**config.mk**
```make
export PLATFORM = sky130hd
export DESIGN_NAME = sev_seg_bcd_conv
export DESIGN_NICKNAME = d
export VERILOG_FILES = /design/src/rtl/sev_seg_bcd_conv.sv
export SDC_FILE = /design/constraint.sdc
export NUM_CORES = 1
export LEC_CHECK = 0
export BUFFER_PORTS_ARGS = -buffer_cell sky130_fd_sc_hd__buf_2
export CAP_MARGIN = 10
export CORE_UTILIZATION = 40
export CTS_BUF_LIST = sky130_fd_sc_hd__clkbuf_2 sky130_fd_sc_hd__clkbuf_4 sky130_fd_sc_hd__clkbuf_8
export DETAILED_ROUTE_END_ITERATION = 8
export PLACE_DENSITY = 0.58
export SYNTH_ARGS = -nofsm -noshare
export SYNTH_HDL_FRONTEND = slang
export SYNTH_SLANG_ARGS = --single-unit
```
**constraint.sdc**
```tcl
create_clock -name clk -period 2.89 [get_ports clk]
set_input_delay 0.578 -clock clk [delete_from_list [all_inputs] [get_ports clk]]
set_output_delay 0.578 -clock clk [all_outputs]
set_load 0.01 [all_outputs]
```
**src/rtl/sev_seg_bcd_conv.sv**
```systemverilog
// sev_seg_bcd_conv: sequential binary-to-BCD converter (double-dabble, one
// bit per clock) with optional two's-complement sign handling.
//
// Ports:
//   clk, rst          clock, synchronous active-high reset
//   in                binary value, sampled when a load is accepted
//   load              conversion request
//   twos_complement   1 = treat in as signed
//   busy              conversion in progress (state SHIFT)
//   valid             one-cycle pulse, bcd/neg just updated (state DONE)
//   bcd               packed BCD result, digit 0 in bits [3:0]
//   neg               sign of the last completed conversion
//
// Optional feature macro: SEV_SEG_BCD_PENDING_EN
//   defined   -> single-entry pending buffer catches loads during SHIFT
//   undefined -> loads during SHIFT are dropped
module sev_seg_bcd_conv #(
    parameter int WIDTH  = 8,
    parameter int DIGITS = 3
) (
    input  logic                  clk,
    input  logic                  rst,
    input  logic [WIDTH-1:0]      in,
    input  logic                  load,
    input  logic                  twos_complement,
    output logic                  busy,
    output logic                  valid,
    output logic [4*DIGITS-1:0]   bcd,
    output logic                  neg
);

    localparam int BW = 4 * DIGITS;
    localparam int CW = $clog2(WIDTH + 1);

    function automatic longint unsigned pow10(input int n);
        longint unsigned r;
        r = 1;
        for (int i = 0; i < n; i++) begin
            r = r * 10;
        end
        return r;
    endfunction

    generate
        if (WIDTH < 4 || WIDTH > 16) begin : g_bad_width
            $error("sev_seg_bcd_conv: WIDTH must be 4..16");
        end
        if (pow10(DIGITS) <= ((64'd1 << WIDTH) - 64'd1)) begin : g_bad_digits
            $error("sev_seg_bcd_conv: DIGITS too small for WIDTH");
        end
    endgenerate

    typedef enum logic [1:0] {
        IDLE  = 2'd0,
        SHIFT = 2'd1,
        DONE  = 2'd2
    } state_t;

    state_t           state_q;
    logic [WIDTH-1:0] sr_q;
    logic [BW-1:0]    scr_q;
    logic [CW-1:0]    cnt_q;
    logic             sign_q;
    logic [BW-1:0]    bcd_q;
    logic             neg_q;

    logic [BW-1:0]    adj_d;
    logic [BW-1:0]    shift_scr_d;
    logic [WIDTH-1:0] shift_sr_d;
    logic [WIDTH-1:0] src_in_d;
    logic             src_tc_d;
    logic [WIDTH-1:0] start_mag_d;
    logic             start_sign_d;

`ifdef SEV_SEG_BCD_PENDING_EN
    logic             pend_q;
    logic [WIDTH-1:0] pend_in_q;
    logic             pend_tc_q;
`endif

    // Add-3 correction on every digit that would overflow when doubled.
    always_comb begin
        adj_d = scr_q;
        for (int d = 0; d < DIGITS; d++) begin
            if (scr_q[4*d +: 4] >= 4'd5) begin
                adj_d[4*d +: 4] = scr_q[4*d +: 4] + 4'd3;
            end
        end
    end

    assign shift_scr_d = {adj_d[BW-2:0], sr_q[WIDTH-1]};
    assign shift_sr_d  = {sr_q[WIDTH-2:0], 1'b0};

    // A fresh load always wins over a buffered request.
`ifdef SEV_SEG_BCD_PENDING_EN
    assign src_in_d = load ? in : pend_in_q;
    assign src_tc_d = load ? twos_complement : pend_tc_q;
`else
    assign src_in_d = in;
    assign src_tc_d = twos_complement;
`endif

    // Negation of the most negative value wraps to its unsigned magnitude,
    // so 8'h80 becomes 128 without needing an extra bit.
    assign start_sign_d = src_tc_d & src_in_d[WIDTH-1];
    assign start_mag_d  = start_sign_d ? (~src_in_d + 1'b1) : src_in_d;

    always_ff @(posedge clk) begin
        if (rst) begin
            state_q <= IDLE;
            sr_q    <= '0;
            scr_q   <= '0;
            cnt_q   <= '0;
            sign_q  <= 1'b0;
            bcd_q   <= '0;
            neg_q   <= 1'b0;
`ifdef SEV_SEG_BCD_PENDING_EN
            pend_q    <= 1'b0;
            pend_in_q <= '0;
            pend_tc_q <= 1'b0;
`endif
        end else begin
            unique case (state_q)
                IDLE: begin
                    if (load) begin
                        sr_q    <= start_mag_d;
                        sign_q  <= start_sign_d;
                        scr_q   <= '0;
                        cnt_q   <= CW'(WIDTH);
                        state_q <= SHIFT;
                    end
                end
                SHIFT: begin
                    scr_q <= shift_scr_d;
                    sr_q  <= shift_sr_d;
                    cnt_q <= cnt_q - 1'b1;
                    if (cnt_q == CW'(1)) begin
                        bcd_q   <= shift_scr_d;
                        neg_q   <= sign_q;
                        state_q <= DONE;
                    end
`ifdef SEV_SEG_BCD_PENDING_EN
                    if (load) begin
                        pend_q    <= 1'b1;
                        pend_in_q <= in;
                        pend_tc_q <= twos_complement;
                    end
`endif
                end
                DONE: begin
`ifdef SEV_SEG_BCD_PENDING_EN
                    if (load || pend_q) begin
                        pend_q <= 1'b0;
`else
                    if (load) begin
`endif
                        sr_q    <= start_mag_d;
                        sign_q  <= start_sign_d;
                        scr_q   <= '0;
                        cnt_q   <= CW'(WIDTH);
                        state_q <= SHIFT;
                    end else begin
                        state_q <= IDLE;
                    end
                end
                default: state_q <= IDLE;
            endcase
        end
    end

    assign busy  = (state_q == SHIFT);
    assign valid = (state_q == DONE);
    assign bcd   = bcd_q;
    assign neg   = neg_q;

endmodule

```
=== Yosys cells after proc, flatten, opt, wreduce, memory -nomap -nowiden ===
Cells that the tools add are included.

* Bits in registers: 40
* Bits of input ports: 12
* Output and inout port bits: 15
* Word-level logic and storage cells: 44

* $add $sub $neg: 5
* $lt $le $gt $ge: 3
* Equal/unequal tests: 6
* Muxes and demuxes: 14
* Bitwise operators: 2
* Reductions and logical operators: 7

{| class="wikitable"
|+ Operators by type and width
! kind !! count
|-
| $pmux 12 s2 || 1
|-
| $mux 8 || 2
|-
| $pmux 8 s2 || 1
|-
| $ge 4x3->1 const B || 3
|-
| $mux 12 || 1
|-
| $mux 4 || 3
|-
| $add 4x2->4 const B || 2
|-
| $add 8x1->8 const B || 1
|-
| $not 8->8 || 1
|-
| $pmux 4 s2 || 1
|-
| $reduce_and 2->1 || 4
|-
| $pmux 2 s3 || 1
|-
| $eq 4x1->1 const B || 1
|-
| $mux 2 || 2
|-
| $ne 2x1->1 const B || 2
|-
| $sub 4x1->4 const B || 1
|-
| $add 3x2->3 const B || 1
|-
| $mux 3 || 1
|-
| $eq 2x1->1 const B || 1
|-
| $eq 2x2->1 const B || 1
|-
| $logic_not 2->1 || 1
|-
| $ne 2x2->1 const B || 1
|-
| $reduce_bool 2->1 || 1
|-
| $reduce_or 2->1 || 1
|-
| 2 further kinds || 2
|}

=== Depth between registers and ports, before layout ===
Gate-level depths: netlist (run 1).

* Word-level depth: 5
* Gate-level depth with buffers: 6
* Gate-level depth less buffers: 6

=== Worst setup path after synthesis (run 1) ===
OpenSTA, ideal clock, no wires.

* Path kind: register to register
* Start point: reg cnt_q[0]
* End point: reg bcd_q[11] (netlist: bcd[11])
* Setup time: 0.133 ns
* Arrival time: 1.494 ns
* Required time: 2.757 ns
* Setup slack: 1.263 ns
* Cell stages (with the launch flop): 6
* Buffers on the path: 1
* Period minus slack after synthesis: 1.627 ns
* Path through: dfxtp_1 -> ha_1 -> or3b_4 -> nor2_2 -> buf_2 -> a311oi_1

* Longest elaborated chain between the ends: 2

{| class="wikitable"
|+ Ends and longest elaborated chain
! what !! line !! source
|-
| from (decl) || 62 || <nowiki>logic [CW-1:0] cnt_q;</nowiki>
|-
| from (signal assigned) || 129 || <nowiki>cnt_q <= CW'(WIDTH);</nowiki>
|-
| from (signal assigned) || 136 || <nowiki>cnt_q <= cnt_q - 1'b1;</nowiki>
|-
| from (signal assigned) || 160 || <nowiki>cnt_q <= CW'(WIDTH);</nowiki>
|-
| $eq 4x1->1 || 137 || <nowiki>if (cnt_q == CW'(1)) begin</nowiki>
|-
| $reduce_and 2->1 (no source line) || - ||
|-
| to (signal assigned) || 138 || <nowiki>bcd_q <= shift_scr_d;</nowiki>
|-
| to (decl) || 64 || <nowiki>logic [BW-1:0] bcd_q;</nowiki>
|}

Every way passes these cells.
A chain may end at the register's enable or synchronous reset.

=== Worst setup path in the final report (run 1) ===
* Start point: reg state_q[0]
* End point: out busy

* Longest elaborated chain between the ends: 1

{| class="wikitable"
|+ Ends and longest elaborated chain
! what !! line !! source
|-
| from (decl) || 59 || <nowiki>state_t state_q;</nowiki>
|-
| from (signal assigned) || 110 || <nowiki>state_q <= IDLE;</nowiki>
|-
| from (signal assigned) || 130 || <nowiki>state_q <= SHIFT;</nowiki>
|-
| from (signal assigned) || 140 || <nowiki>state_q <= DONE;</nowiki>
|-
| $eq 2x1->1 || 171 || <nowiki>assign busy = (state_q == SHIFT);</nowiki>
|-
| to (decl) || 26 || <nowiki>output logic busy,</nowiki>
|}

Every way passes these cells.

==> results by group, run 1 <==
Placed design
  • Port-buffer cells: 26
  • Dpl cell area: 2100 um2
  • Global placement routability congestion: 0.814
  • DP Cell Count: 294
  • Dpl hpwl: 3.02 mm

CTS
  • CTS tree: done
  • Hold Buf Count CTS: 0
  • CTS Buf Count: 5
  • Post-CTS setup buffer count: 0
  • Max Root-Sink Buffers: 2
  • Root Buffer: clkbuf_8
  • Post-CTS sizing: 0
  • # H-tree levels: 2
  • Clock sink count: 40
  • Clock slew at reported path FFs: 70 ps
  • Clock latency on the worst-skew pair: 290 ps

Drt
  • Via count: 1615
  • Final wirelength: 4.22 mm
  • WL/cell: 14.0 um
  • Post-DRT Antenna Nets: 0
  • 1st-iter DRT viols: 65
  • Drt pass-1 iters: 4
  • DRC Markers: 0
  • Routed vias/inst: 5.35

Die
  • Die X: 71.7 um
  • IO Pins: 27
  • Die area: 5130 um2
  • FP Rows: 24
  • Core area: 4500 um2
  • Starting Density: 43.1%
  • Die H: 71.7 um

Setup path
  • CP cell instances: nand2b_1 -> inv_1 -> buf_2
  • CP bufs+invs: 2
  • Crit path required time: 2310 ps
  • CP Max Fanout: 13
  • Crit Path Category: reg2out
  • Worst EP arrival: 1700 ps
  • Worst reg2reg path depth: 5
  • Worst path depth: 3
  • Crit path largest cell delay: 450 ps
  • Critical path's top delay family: buffers and inverters
  • CP startpoint kind: flop
  • Element type at the critical path end: output port
  • Crit-path slowest cell: dfxtp_1

Pwr
  • Worst vdd ir: 0.000277 V
  • Power per cell area: 512 nW/um2
  • Leakage: 0.841 nW
  • Reg power frac: 52.5%
  • Int Pwr: 843 uW
  • Switching Fraction: 25.2%
  • Comb power frac: 12.1%
  • P_sw: 284 uW
  • Clk pwr share: 35.3%

Yosys
  • Register area share after synthesis: 41.3%
  • Seq cells post-synth: 40
  • Syn Nets: 245
  • Post-synth EDFFs: 0
  • Synth top area share: 41.3%
  • Syn_area_per_cell: 8.66 um2
  • Post-Syn Area: 1940 um2
  • Syn Inst Count: 224
  • Ys Warns: 0
  • Main flop type after synthesis: dfxtp_1
  • Area leader, netlist: dfxtp_1
  • Synth area leaders: dfxtp_1 41%, ha_1 5.8%, a21oi_1 5.4%
  • Distinct cells, synth: 44
  • Share of synthesized registers carrying an async set or reset: 0%

Finish
  • Finished Cell Area: 2200 um2
  • Commonest non-fill, non-tap cells in the layout: 40 x dfxtp_1, 26 x buf_2, 21 x a21oi_1, 19 x nor2_1
  • Most common cell after layout, fill and taps aside: dfxtp_1
  • Final net count: 270
  • Share of layout cells above drive strength 1: 19.2%
  • Number of diodes: 0
  • Post-Layout Cell Count: 302
  • Area grow syn2layout: 13.5%

Min path
  • Hold crit path type: reg2reg
  • Hold Path Depth: 2

Timing
  • Max-slew violations: 0
  • Slew at the pin closest to its max-slew limit: 678 ps
  • F_max: 438 MHz
  • Fin. Hold Viols: 0
  • RSZ-0062 raised after global routing: false
  • Rel. slew slack: 54.7%
  • Clock skew: 4.11 ps
  • Minimum clock period: 2280 ps
  • Sum Neg Setup Slack: 0 ps
  • Final Cycle Share: 79.0%
  • Worst hold margin: 471 ps
  • # setup viols final: 0

Global route
  • Grt ovf: 0
  • Vias in the first global route: 1469
  • Initial antenna violation count: 0
  • Global-route wire length before repair: 6.93 mm
  • Total GRT Usage: 17.5%
  • Largest net degree at the start of global routing: 39

Status
  • Status: finished clean

Job
  • Max Cap Viol: 0
==> state kept, by name (all words and copies together), names as in the netlist <==
register and flops:
sign_q 1, neg 1, cnt_q 4, bcd 12, state_q 2, scr_q 12
sr_q 8
==> metal layers <==
metal	track usage [%]	routed length, um
met1	23.1	2160
met2	28.5	1900
met3	3.80	118
met4	5.88	53
met5	0	0
==> metrics by stage <==
| step | power [mW] | setup WS, ps | utilization, % |
|---|---|---|---|
| finish | 1.13 | 607 | 48.9 |
| floorplan | 0.701 | 1260 | - |
| global route | 1.18 | 407 | 48.9 |
| global placement | 0.741 | 961 | 46.7 |
| CTS | 1.14 | 589 | 48.9 |
| detailed placement | 0.742 | 909 | 46.7 |
==> cell type report <==
class | count | area [um2]
clock buffers | 8 | 97.6
fillers | 457 | 2300
inverters | 12 | 45.0
multi-input cells | 162 | 1050
flip-flops and latches | 40 | 801
well taps | 52 | 65.1
repair buffers | 28 | 145
==> logic make-up (layout without fill, tap and decap cells) <==
logic type               Yosys count  after routing  synth area share, %
AND/OR/NAND/NOR                   77             77                 21.0
AO/OA/AOI/OAI                     65             65                 21.6
flip-flops                        40             40                 41.3
buffers and inverters             22             48                 4.71
adder cells (fa/ha/maj)            9              9                 5.80
multiplexers                       6              6                 3.35
XOR/XNOR                           5              5                 2.26
==> power by group through the flow <==
stage	Sequential, mW	Clock, mW	Combinational [mW]
after floorplan	0.600	0	0.101
after global placement	0.604	0	0.137
after detailed placement	0.604	0	0.138
after CTS	0.591	0.409	0.138
after global routing	0.595	0.431	0.154
final	0.592	0.398	0.137
==> Yosys cell counts, types with 2 or more instances <==
| master | n |
|---|---|
| a211oi_1 | 3 |
| or3_1 | 3 |
| buf_2 | 3 |
| ha_1 | 9 |
| nor3b_1 | 4 |
| nand4b_1 | 2 |
| nor2b_1 | 2 |
| nand3_1 | 2 |
| clkbuf_1 | 5 |
| nor3_1 | 4 |
| nor2_2 | 2 |
| nand2_1 | 17 |
| nand2b_1 | 13 |
| xnor2_1 | 5 |
| o21ai_0 | 17 |
| a31o_2 | 2 |
| inv_1 | 12 |
| o22ai_1 | 6 |
| nor2_1 | 19 |
| dfxtp_1 | 40 |
| a21oi_1 | 21 |
| o211ai_1 | 2 |
| mux2_2 | 4 |
| a32o_1 | 2 |
| a22oi_1 | 4 |
| nand3b_1 | 2 |
| mux2i_1 | 2 |
==> worst min-delay path, cell delays in order (launching register included) <==
cell and delay (ps):
dfxtp_1 320, nand2_1 60, a21oi_1 50
==> path summary, 6_finish.rpt <==
path                            from                    end  slack (ps)
max          state_q[0]$_SDFFE_PP0P_                   busy         610
min             sr_q[2]$_SDFFE_PP0P_   sr_q[2]$_SDFFE_PP0P_         470
max reg2reg  state_q[0]$_SDFFE_PP0P_  scr_q[7]$_SDFFE_PP0P_         930
min reg2reg     sr_q[2]$_SDFFE_PP0P_   sr_q[2]$_SDFFE_PP0P_         470
(Power assumes the default switching activity.)
==> run 2: changes to the inputs <==
--- a/config.mk
+++ b/config.mk
@@ -10,7 +10,7 @@
 export CORE_UTILIZATION = 40
 export CTS_BUF_LIST = sky130_fd_sc_hd__clkbuf_2 sky130_fd_sc_hd__clkbuf_4 sky130_fd_sc_hd__clkbuf_8
 export DETAILED_ROUTE_END_ITERATION = 8
-export PLACE_DENSITY = 0.58
+export PLACE_DENSITY = 0.6
 export SYNTH_ARGS = -nofsm -noshare
 export SYNTH_HDL_FRONTEND = slang
 export SYNTH_SLANG_ARGS = --single-unit
==> constraint.sdc (replaced) <==
create_clock -name clk -period 2.1 [get_ports clk]
set_input_delay 0.42 -clock clk [delete_from_list [all_inputs] [get_ports clk]]
set_output_delay 0.42 -clock clk [all_outputs]
set_load 0.01 [all_outputs]
==> results by group, run 2 (same netlist as run 1, synthesis figures left out) <==
Status
  • Status: finished clean (unchanged)

Die
  • Die area: 5130 um2 (unchanged)
  • IO Pins: 27 (unchanged)
  • Die H: 71.7 um (unchanged)
  • Starting Density: 43.1% (unchanged)
  • FP Rows: 24 (unchanged)
  • Core area: 4500 um2 (unchanged)
  • Die X: 71.7 um (unchanged)

Finish
  • Number of diodes: 0 (unchanged)
  • Commonest non-fill, non-tap cells in the layout: 40 x dfxtp_1, 26 x buf_2, 21 x a21oi_1, 19 x nor2_1 (unchanged)
  • Area grow syn2layout: 15.2% (was 13.5%)
  • Final core utilization: 49.6% (was 48.9%)
  • Most common cell after layout, fill and taps aside: dfxtp_1 (unchanged)
  • Share of layout cells above drive strength 1: 20.8% (was 19.2%)
  • Final net count: 275 (was 270)

Pwr
  • Reg power frac: 52.7% (was 52.5%)
  • Clk pwr share: 34.4% (was 35.3%)
  • Int Pwr: 1.14 mW (was 843 uW)
  • Switching Fraction: 26.4% (was 25.2%)
  • Leakage: 0.863 nW (was 0.841 nW)
  • Power per cell area: 691 nW/um2 (was 512 nW/um2)
  • Comb power frac: 13.0% (was 12.1%)
  • Worst vdd ir: 0.000556 V (was 0.000277 V)
  • P_sw: 408 uW (was 284 uW)

CTS
  • Max Root-Sink Buffers: 2 (unchanged)
  • Clock slew at reported path FFs: 80 ps (was 70 ps)
  • Clock sink count: 40 (unchanged)
  • Clock latency on the worst-skew pair: 300 ps (was 290 ps)
  • # H-tree levels: 2 (unchanged)
  • Post-CTS sizing: 0 (unchanged)
  • CTS tree: done (unchanged)
  • Root Buffer: clkbuf_8 (unchanged)
  • Post-CTS setup buffer count: 0 (unchanged)
  • CTS Buf Count: 5 (unchanged)
  • Hold Buf Count CTS: 0 (unchanged)

Setup path
  • Element type at the critical path end: flop (was output port)
  • Crit path required time: 2310 ps (about the same)
  • Worst EP arrival: 2030 ps (was 1700 ps)
  • CP Max Fanout: 15 (was 13)
  • Crit Path Category: reg2reg (was reg2out)
  • CP startpoint kind: flop (unchanged)

Timing
  • Sum Neg Setup Slack: 0 ps (unchanged)
  • Minimum clock period: 1820 ps
  • Rel. slew slack: 57.9% (was 54.7%)
  • F_max: 549 MHz
  • Max-slew violations: 0 (unchanged)
  • Final Cycle Share: 86.7%
  • Clock skew: 8.88 ps (was 4.11 ps)
  • Fin. Hold Viols: 0 (unchanged)
  • # setup viols final: 0 (unchanged)
  • Slew at the pin closest to its max-slew limit: 626 ps (was 678 ps)
  • RSZ-0062 raised after global routing: false (unchanged)

Drt
  • Post-DRT Antenna Nets: 0 (unchanged)
  • Via count: 1646 (was 1615)
  • 1st-iter DRT viols: 56 (was 65)
  • Routed vias/inst: 5.36 (was 5.35)
  • DRC Markers: 0 (unchanged)
  • Final wirelength: 4.19 mm (was 4.22 mm)
  • Drt pass-1 iters: 4 (unchanged)
  • WL/cell: 13.6 um (was 14.0 um)

Global route
  • Global-route wire length before repair: 7.31 mm (was 6.93 mm)
  • Largest net degree at the start of global routing: 38 (was 39)
  • Total GRT Usage: 18.5% (was 17.5%)
  • Vias in the first global route: 1566 (was 1469)
  • Initial antenna violation count: 0 (unchanged)
  • Grt ovf: 0 (unchanged)

Placed design
  • Port-buffer cells: 26 (unchanged)
  • Dpl hpwl: 2.96 mm (was 3.02 mm)
  • Global placement routability congestion: 0.822 (was 0.814)

Min path
  • Hold crit path type: in2reg (was reg2reg)

Job
  • Max Cap Viol: 0 (unchanged)
[run 2: changes by cell type in the layout (fill, tap and decap cells not counted), sizes merged]
cell / delta
clkbuf: -2
buf: +5
clkinv: +2
[run 2: path summary, 6_finish.rpt]
path                                       startpoint  slack [ps]  cells past startpoint                    to
worst max-delay path            cnt_q[0]$_SDFFE_PP0P_         280                      6  bcd[11]$_SDFFE_PP0P_
worst min-delay path                            in[0]         410                      3  sr_q[0]$_SDFFE_PP0P_
worst max register to register  cnt_q[0]$_SDFFE_PP0P_         280                      6  bcd[11]$_SDFFE_PP0P_
worst min register to register   sr_q[2]$_SDFFE_PP0P_         450                      2  sr_q[2]$_SDFFE_PP0P_
[run 2: area by class of cell]
type,count,area [um2]
clock buffers,6,82.6
clock inverters,2,10.0
fillers,444,2270
inverters,12,45.0
multi-input cells,162,1050
flip-flops and latches,40,801
well taps,52,65.1
repair buffers,33,183
[run 2: metrics by stage]
stage	hold WS [ps]	worst slack [ps]	cells	power (mW)	cell area, um2
3_5_place_dp	444	308	299	1.03	2140
3_3_place_gp	442	306	299	1.03	2140
2_1_floorplan	425	473	224	0.965	1940
4_1_cts	417	292	307	1.56	2230
6_report	409	279	307	1.54	2230
5_1_grt	424	116	307	1.63	2230
[run 2: critical path, stage by stage, from the launching register on]
cell	delay, ps
dfxtp_1	440
ha_1	170
or3b_4	400
nor2_2	180
buf_4	250
nor2_1	60
a311oi_1	230
[run 2: routing by layer]
layer | vias up | track usage [%] | routed length (um)
li1 | 857 | - | -
met1 | 752 | 24.1 | 2080
met2 | 33 | 29.6 | 1840
met3 | 4 | 6.47 | 238
met4 | 0 | 3.92 | 29
met5 | - | 0 | 0
[run 2: power groups by stage]
stage / clock (mW) / combinational (mW) / sequential (mW)
6_report: 0.531 / 0.200 / 0.814
5_1_grt: 0.587 / 0.226 / 0.818
4_1_cts: 0.542 / 0.201 / 0.813
3_5_place_dp: 0 / 0.201 / 0.831
3_3_place_gp: 0 / 0.201 / 0.832
2_1_floorplan: 0 / 0.139 / 0.826
==> run 3: changes to the inputs <==
--- a/config.mk
+++ b/config.mk
@@ -7,10 +7,12 @@
 export LEC_CHECK = 0
 export BUFFER_PORTS_ARGS = -buffer_cell sky130_fd_sc_hd__buf_2
 export CAP_MARGIN = 10
+export CELL_PAD_IN_SITES_DETAIL_PLACEMENT = 0
+export CELL_PAD_IN_SITES_GLOBAL_PLACEMENT = 1
 export CORE_UTILIZATION = 40
 export CTS_BUF_LIST = sky130_fd_sc_hd__clkbuf_2 sky130_fd_sc_hd__clkbuf_4 sky130_fd_sc_hd__clkbuf_8
 export DETAILED_ROUTE_END_ITERATION = 8
-export PLACE_DENSITY = 0.6
+export PLACE_DENSITY = 0.76
 export SYNTH_ARGS = -nofsm -noshare
 export SYNTH_HDL_FRONTEND = slang
 export SYNTH_SLANG_ARGS = --single-unit
==> results by group, run 3 (same netlist as run 1, synthesis figures left out) <==
Status
  • Status: finished clean (unchanged)

Placed design
  • Port-buffer cells: 26 (unchanged)
  • Dpl hpwl: 2.99 mm (was 2.96 mm)
  • Dpl cell area: 2150 um2 (was 2140 um2)
  • Global placement routability congestion: 0.839 (was 0.822)

Timing
  • # setup viols final: 0 (unchanged)
  • Final Cycle Share: 86.7% (about the same)
  • Max-slew violations: 0 (unchanged)
  • F_max: 549 MHz (about the same)
  • Rel. slew slack: 66.1% (was 57.9%)
  • Slew at the pin closest to its max-slew limit: 508 ps (was 626 ps)
  • Fin. Hold Viols: 0 (unchanged)
  • Clock skew: 5.89 ps (was 8.88 ps)
  • RSZ-0062 raised after global routing: false (unchanged)
  • Minimum clock period: 1820 ps (about the same)
  • Sum Neg Setup Slack: 0 ps (unchanged)

Drt
  • Via count: 1637 (was 1646)
  • DRC Markers: 0 (unchanged)
  • Final wirelength: 4.24 mm (was 4.19 mm)
  • 1st-iter DRT viols: 104 (was 56)
  • WL/cell: 13.8 um (was 13.6 um)
  • Post-DRT Antenna Nets: 0 (unchanged)
  • Routed vias/inst: 5.33 (was 5.36)
  • Drt pass-1 iters: 4 (unchanged)

Global route
  • Grt ovf: 0 (unchanged)
  • Initial antenna violation count: 0 (unchanged)
  • Global-route wire length before repair: 7.22 mm (was 7.31 mm)
  • Total GRT Usage: 18.1% (was 18.5%)
  • Largest net degree at the start of global routing: 31 (was 38)
  • Vias in the first global route: 1509 (was 1566)

Setup path
  • Worst reg2reg path depth: 6 (unchanged)
  • Crit-path slowest cell: dfxtp_1 (unchanged)
  • Crit path largest cell delay: 480 ps (was 440 ps)
  • CP Max Fanout: 9 (was 15)
  • CP startpoint kind: flop (unchanged)
  • Worst EP arrival: 1400 ps (was 2030 ps)
  • Crit path required time: 1680 ps (was 2310 ps)
  • Crit Path Category: reg2out (was reg2reg)
  • CP cell instances: nand2b_1 -> inv_1 -> buf_2 (was ha_1 -> or3b_4 -> nor2_2 -> buf_4 -> nor2_1 -> a311oi_1)
  • Element type at the critical path end: output port (was flop)

Finish
  • Number of diodes: 0 (unchanged)
  • Share of layout cells above drive strength 1: 20.8% (unchanged)
  • Most common cell after layout, fill and taps aside: dfxtp_1 (unchanged)
  • Final net count: 276 (was 275)
  • Finished Cell Area: 2230 um2 (about the same)
  • Commonest non-fill, non-tap cells in the layout: 40 x dfxtp_1, 26 x buf_2, 21 x a21oi_1, 19 x nor2_1 (unchanged)
  • Area grow syn2layout: 15.0% (was 15.2%)

Pwr
  • Leakage: 0.862 nW (was 0.863 nW)
  • Power per cell area: 681 nW/um2 (was 691 nW/um2)
  • Worst vdd ir: 0.000368 V (was 0.000556 V)

CTS
  • Root Buffer: clkbuf_8 (unchanged)
  • # H-tree levels: 2 (unchanged)
  • CTS tree: done (unchanged)
  • Clock sink count: 40 (unchanged)
  • Hold Buf Count CTS: 0 (unchanged)
  • Max Root-Sink Buffers: 2 (unchanged)
  • Post-CTS setup buffer count: 0 (unchanged)
  • Clock latency on the worst-skew pair: 290 ps (was 300 ps)
  • Clock slew at reported path FFs: 80 ps (about the same)
  • Post-CTS sizing: 0 (unchanged)
  • CTS Buf Count: 5 (unchanged)

Job
  • Max Cap Viol: 0 (unchanged)

Die
  • FP Rows: 24 (unchanged)
  • Die H: 71.7 um (unchanged)
  • IO Pins: 27 (unchanged)
  • Core area: 4500 um2 (unchanged)
  • Die X: 71.7 um (unchanged)
  • Die area: 5130 um2 (unchanged)
  • Starting Density: 43.1% (unchanged)

Min path
  • Hold crit path type: in2reg (unchanged)
  • Hold Path Depth: 3 (unchanged)
[run 3: cell types whose count changed in the layout (fill, tap and decap cells not counted)]
cell,delta
clkinv_2,-1
clkbuf_8,-1
buf_4,+1
clkbuf_4,+1
[run 3: metal layers]
metal,share of wire (%),global-route usage (%)
met5,0,0
met4,1.6,7.19
met3,3.9,4.08
met2,42,26.7
met1,52,25.6
[run 3: worst paths after layout]
| path | startpoint | endpoint | slack [ps] |
|---|---|---|---|
| setup / recovery | state_q[0]$_SDFFE_PP0P_ | busy | 280 |
| hold reg to reg | sr_q[2]$_SDFFE_PP0P_ | sr_q[2]$_SDFFE_PP0P_ | 470 |
| hold / removal | in[0] | sr_q[0]$_SDFFE_PP0P_ | 420 |
| setup reg to reg | cnt_q[0]$_SDFFE_PP0P_ | bcd[11]$_SDFFE_PP0P_ | 340 |
[run 3: area by class of cell]
type                            instances  area (um2)
Tap cell                               52        65.1
Sequential cell                        40         801
Timing Repair Buffer                   34         190
Clock inverter                          1        5.00
Inverter                               12        45.0
Multi-Input combinational cell        162        1050
Fill cell                             459        2270
Clock buffer                            6        76.3
[run 3: power by group]
group	switching [mW]	internal, mW
Combinational	0.115	0.0883
Clock	0.263	0.239
Sequential	0.0254	0.788
[run 3: worst max-delay path, delay by kind of cell, from the launching register on]
family	cells	cell delay (ps)
buffers and inverters	2	510
flip-flops	1	480
AND/OR/NAND/NOR	1	110
[run 3: stage by stage]
stage / total power [mW] / worst slack (ps) / util [%] / std cells / hold WS, ps
floorplan: 0.965 / 473 / - / 224 / 425
detailed placement: 1.04 / 354 / 47.7 / 300 / 451
global placement: 1.04 / 376 / 47.7 / 300 / 441
finish: 1.52 / 278 / 49.5 / 307 / 418
global route: 1.59 / 172 / 49.5 / 307 / 442
CTS: 1.54 / 263 / 49.5 / 307 / 420
